$ cat config.mk
export PLATFORM = sky130hd
export DESIGN_NAME = id_ex_skid_stage
export DESIGN_NICKNAME = d
export VERILOG_FILES = /design/src/rtl/id_ex_skid_stage.sv
export SDC_FILE = /design/constraint.sdc
export NUM_CORES = 1
export LEC_CHECK = 0
export ABC_CLOCK_PERIOD_IN_PS = 4200
export BUFFER_PORTS_ARGS = -buffer_cell sky130_fd_sc_hd__buf_2
export CAP_MARGIN = 20
export CORE_UTILIZATION = 30
export DETAILED_ROUTE_END_ITERATION = 8
export PLACE_DENSITY = 0.61
export SLEW_MARGIN = 20
export SYNTH_ARGS = -nofsm -noshare
export SYNTH_HDL_FRONTEND = slang
export SYNTH_SLANG_ARGS = --single-unit
$ cat constraint.sdc
create_clock -name clk -period 4.2 [get_ports clk]
set_input_delay 0.84 -clock clk [delete_from_list [all_inputs] [get_ports clk]]
set_output_delay 0.84 -clock clk [all_outputs]
set_load 0.05 [all_outputs]
$ cat src/rtl/id_ex_skid_stage.sv
// ID/EX pipeline register with optional two-entry skid buffer between decode and execute.
// Latency: one cycle from accept into an empty stage to out_valid.
// Backpressure: SKID=1 gives a registered in_ready (!skid valid); SKID=0 passes out_ready through combinationally.
module id_ex_skid_stage #(
  parameter int DATA_W = 128,
  parameter int CTRL_W = 32,
  parameter int SKID   = 1
) (
  input  logic              clk,
  input  logic              rst_n,
  input  logic              flush,
  input  logic              in_valid,
  output logic              in_ready,
  input  logic [DATA_W-1:0] in_data,
  input  logic [CTRL_W-1:0] in_ctrl,
  output logic              out_valid,
  input  logic              out_ready,
  output logic [DATA_W-1:0] out_data,
  output logic [CTRL_W-1:0] out_ctrl,
  output logic [1:0]        occupancy,
  output logic [15:0]       stall_cnt
);

  logic              main_vld_q, main_vld_d;
  logic [DATA_W-1:0] main_dat_q, main_dat_d;
  logic [CTRL_W-1:0] main_ctl_q, main_ctl_d;
  logic              skid_vld_q, skid_vld_d;
  logic [DATA_W-1:0] skid_dat_q, skid_dat_d;
  logic [CTRL_W-1:0] skid_ctl_q, skid_ctl_d;
  logic [15:0]       stall_cnt_q, stall_cnt_d;

  logic accept;
  logic issue;
  logic main_free;

  // Ready is gated by rst_n so nothing can be accepted while reset is held.
  // With SKID=1 it depends only on held state, cutting the out_ready timing path.
  assign in_ready  = (SKID != 0) ? (rst_n && !skid_vld_q)
                                 : (rst_n && (!main_vld_q || out_ready));
  assign accept    = in_valid && in_ready && !flush;
  assign issue     = main_vld_q && out_ready;
  assign main_free = !main_vld_q || issue;

  assign out_valid = main_vld_q;
  assign out_data  = main_dat_q;
  assign out_ctrl  = main_vld_q ? main_ctl_q : '0;
  assign occupancy = {1'b0, main_vld_q} + {1'b0, skid_vld_q};
  assign stall_cnt = stall_cnt_q;

  // Next-state for main/skid entries: in-order refill, skid drains into main first, flush wins.
  always_comb begin
    main_vld_d = main_vld_q;
    main_dat_d = main_dat_q;
    main_ctl_d = main_ctl_q;
    skid_vld_d = skid_vld_q;
    skid_dat_d = skid_dat_q;
    skid_ctl_d = skid_ctl_q;

    if (SKID != 0) begin
      if (main_free) begin
        if (skid_vld_q) begin
          // Older skid entry moves forward; a same-cycle accept refills skid.
          main_vld_d = 1'b1;
          main_dat_d = skid_dat_q;
          main_ctl_d = skid_ctl_q;
          skid_vld_d = accept;
          if (accept) begin
            skid_dat_d = in_data;
            skid_ctl_d = in_ctrl;
          end
        end else if (accept) begin
          main_vld_d = 1'b1;
          main_dat_d = in_data;
          main_ctl_d = in_ctrl;
        end else begin
          main_vld_d = 1'b0;
        end
      end else if (accept) begin
        // Main is stalled, so the new entry parks in skid.
        skid_vld_d = 1'b1;
        skid_dat_d = in_data;
        skid_ctl_d = in_ctrl;
      end
    end else begin
      if (main_free) begin
        main_vld_d = accept;
        if (accept) begin
          main_dat_d = in_data;
          main_ctl_d = in_ctrl;
        end
      end
    end

    // Flush kills valid and control but leaves data untouched (data regs need no clear).
    if (flush) begin
      main_vld_d = 1'b0;
      main_ctl_d = '0;
      main_dat_d = main_dat_q;
      skid_vld_d = 1'b0;
      skid_ctl_d = '0;
      skid_dat_d = skid_dat_q;
    end
  end

  // Saturating count of cycles where decode offers an entry we cannot take.
  always_comb begin
    stall_cnt_d = stall_cnt_q;
    if (in_valid && !in_ready && !flush && (stall_cnt_q != 16'hFFFF)) begin
      stall_cnt_d = stall_cnt_q + 16'd1;
    end
  end

  // State registers with synchronous active-low reset.
  always_ff @(posedge clk) begin
    if (!rst_n) begin
      main_vld_q  <= 1'b0;
      main_dat_q  <= '0;
      main_ctl_q  <= '0;
      skid_vld_q  <= 1'b0;
      skid_dat_q  <= '0;
      skid_ctl_q  <= '0;
      stall_cnt_q <= '0;
    end else begin
      main_vld_q  <= main_vld_d;
      main_dat_q  <= main_dat_d;
      main_ctl_q  <= main_ctl_d;
      skid_vld_q  <= skid_vld_d;
      skid_dat_q  <= skid_dat_d;
      skid_ctl_q  <= skid_ctl_d;
      stall_cnt_q <= stall_cnt_d;
    end
  end

endmodule
==> flow_summary.ini <==
[status]
status = completed

[worst_hold_path]
hold_path_class = reg -> reg

[floorplanning]
initial_core_util = 0.305
dieArea_um2 = 46000
coreArea_um2 = 44400
row_count = 77
die_height_um = 215
die_w_um = 215
ios = 345

[synthesis]
synth_seq_cells = 338
ys.flop_type = dfxtp_1
syn_inst = 1558
avgSynthCellArea_um2 = 8.70
syn_area_um2 = 13600
synth.area.top_cells = dfxtp_1 (50%), mux2i_1 (12%), nand2_1 (9.1%)
syn-num-nets = 1725
yosysWarningCount = 0
synth.distinct_cells = 38
synth_commonest_cells = dfxtp_1 (338), nand2_1 (328), a21oi_1 (171)
synth_top_area_frac = 0.499
yosysTopAreaCell = dfxtp_1
synth_edf_count = 0
yosysMostFrequentCell = dfxtp_1
async_flop_share = 0
yosysSeqAreaShare = 0.499

[critical_path]
crit_required_ps = 3360
slowest_stage = dfxtp_4
startpoint_type = flip-flop
crit_fanout = 96
max_stage_delay_ps = 520
endpoint_kind = primary output
arrival_ps = 2210
critPathKind = reg -> out
path_cells = buf_12 -> ha_1 -> buf_2

[sta]
fin_tns_setup_ps = 0
skew_ps = 8.18
setup_viol_count_final = 0
slew_violations = 0
fin_ws_ps = 1150
rsz0062_at_grt = false
maxSlewHeadroom = 0.337
tightestPinTransition_ps = 994
fin_crit_sh = 0.725
worst_hold_slack_ps = 452
fin_crit_ps = 3050
fmaxAchievable_ghz = 0.328
hold_viol = 0

[placed_design]
portBuffers = 344
pre_cts_ws_ps = 1350
dpl-instance-area_um2 = 15800
placed_cells = 2389
hpwlAfterDp_um = 24500
gp_congestion = 0.830

[final_layout]
layout.nets = 2005
area_growth_pct = 26.3
stdcell_count = 2466
drive_gt1_frac = 0.235
finalInstanceArea_um2 = 17100
finish.utilization = 0.386
nFillCells = 4523

[detailed_routing]
totalWireLength_um = 38100
detail-route-antenna-nets = 0
wire_per_inst_um = 15.5
drt_drc_violations_left = 0
drt-initial-drc-count = 689
num_vias = 11800
avgViaCountPerCell = 4.80
drtPass1Iterations = 5

[global_route]
overflow = 0
grt.total_usage = 0.162
antenna_found_initial = 8
grt_max_degree = 161
first_global_vias = 11200
grt_pass1_wl_um = 61100

[clocking]
cts_buffers = 39
insertion_delay_ps = 540
holdBufCountCts = 0
cts_resized = 0
cts.clk_slew.worst_paths_ps = 60
htreeDepth = 2
cts.path.max_buffers = 3
cts_post_setup_buffers_inserted = 0
cts_root_buf = clkbuf_16
clkSinkCount = 338
tritoncts = built

[power]
ir_drop_mv = 0.312
power_mw = 7.36
power_leakage_nw = 6.22
p_per_area_nw_per_um2 = 430

[flow_run]
max_cap_violations = 0
==> worst max-delay path, delay by kind of cell, from the launching register on <==
family,cells,cell delay [ps]
fa+ha+maj,1,370
flops,1,520
buf+inv,2,710
==> cells by family (layout without fill, tap and decap cells) <==
kind of cell | count (synthesis) | after routing | share of synthesized area
AND/OR/NAND/NOR | 573 | 573 | 0.175
buffers and inverters | 133 | 442 | 0.0415
multiplexers | 163 | 163 | 0.120
adder cells (fa/ha/maj) | 2 | 2 | 0.00185
AO/OA/AOI/OAI | 349 | 349 | 0.162
other | 0 | 7 | 0
flip-flops | 338 | 338 | 0.499
==> final timing paths <==
path,start,to,slack (ps),cells after the start
worst max-delay path,skid_vld_q,occupancy[0],1150,3
worst min-delay path,skid_dat_q[56],skid_dat_q[56],450,2
worst max register to register,out_valid,out_data[102],1960,6
worst min register to register,skid_dat_q[56],skid_dat_q[56],450,2
==> layout make-up <==
type	instances	area [µm²]	share of cell area
antenna	7	17.5	0.00102
clock buffer	61	1210	0.0707
clock inverter	9	108	0.00628
inverter	4	22.5	0.00132
multi-input combinational	1087	6260	0.366
sequential	338	6770	0.395
tap	592	741	0.0433
timing repair buffer	368	1990	0.116
==> power breakdown <==
| part | switching [mW] | leakage, nW | internal, mW |
|---|---|---|---|
| clock | 1.36 | 0.644 | 2.11 |
| sequential | 0.0305 | 2.73 | 3.27 |
| combinational | 0.416 | 2.84 | 0.181 |
==> routing by layer <==
metal,part of all wire,global-route usage,vias up
met5,0.00097,0,-
met4,0.029,0.0614,6
met3,0.055,0.0389,72
met2,0.48,0.269,268
met1,0.44,0.202,5535
li1,-,-,5945
==> flip-flops by register name, summed over array words and instances, names as in the netlist <==
signal / count
main_ctl_q: 32
out_data: 128
out_valid: 1
skid_ctl_q: 32
skid_dat_q: 128
skid_vld_q: 1
stall_cnt: 16
==> cells in the final DEF (no fill, tap or decap), types with 2 or more instances in the layout <==
cell type	n
nor2b_1	2
o21ai_0	4
nor2_1	161
mux2i_1	163
o31ai_1	7
nand3_1	6
ha_1	2
bufinv_16	2
clkbuf_1	9
and2_1	32
and3_1	4
dfxtp_1	337
nor4_1	5
buf_2	344
buf_12	7
clkinv_2	3
a211oi_1	160
clkbuf_8	11
nand2b_1	6
buf_4	17
clkbuf_16	41
nand4_1	8
diode_2	7
nor3_1	5
nand2_1	328
inv_1	3
or4_1	7
a21oi_1	171
clkinvlp_4	2
Note: power is estimated with default switching activity, not from simulation.
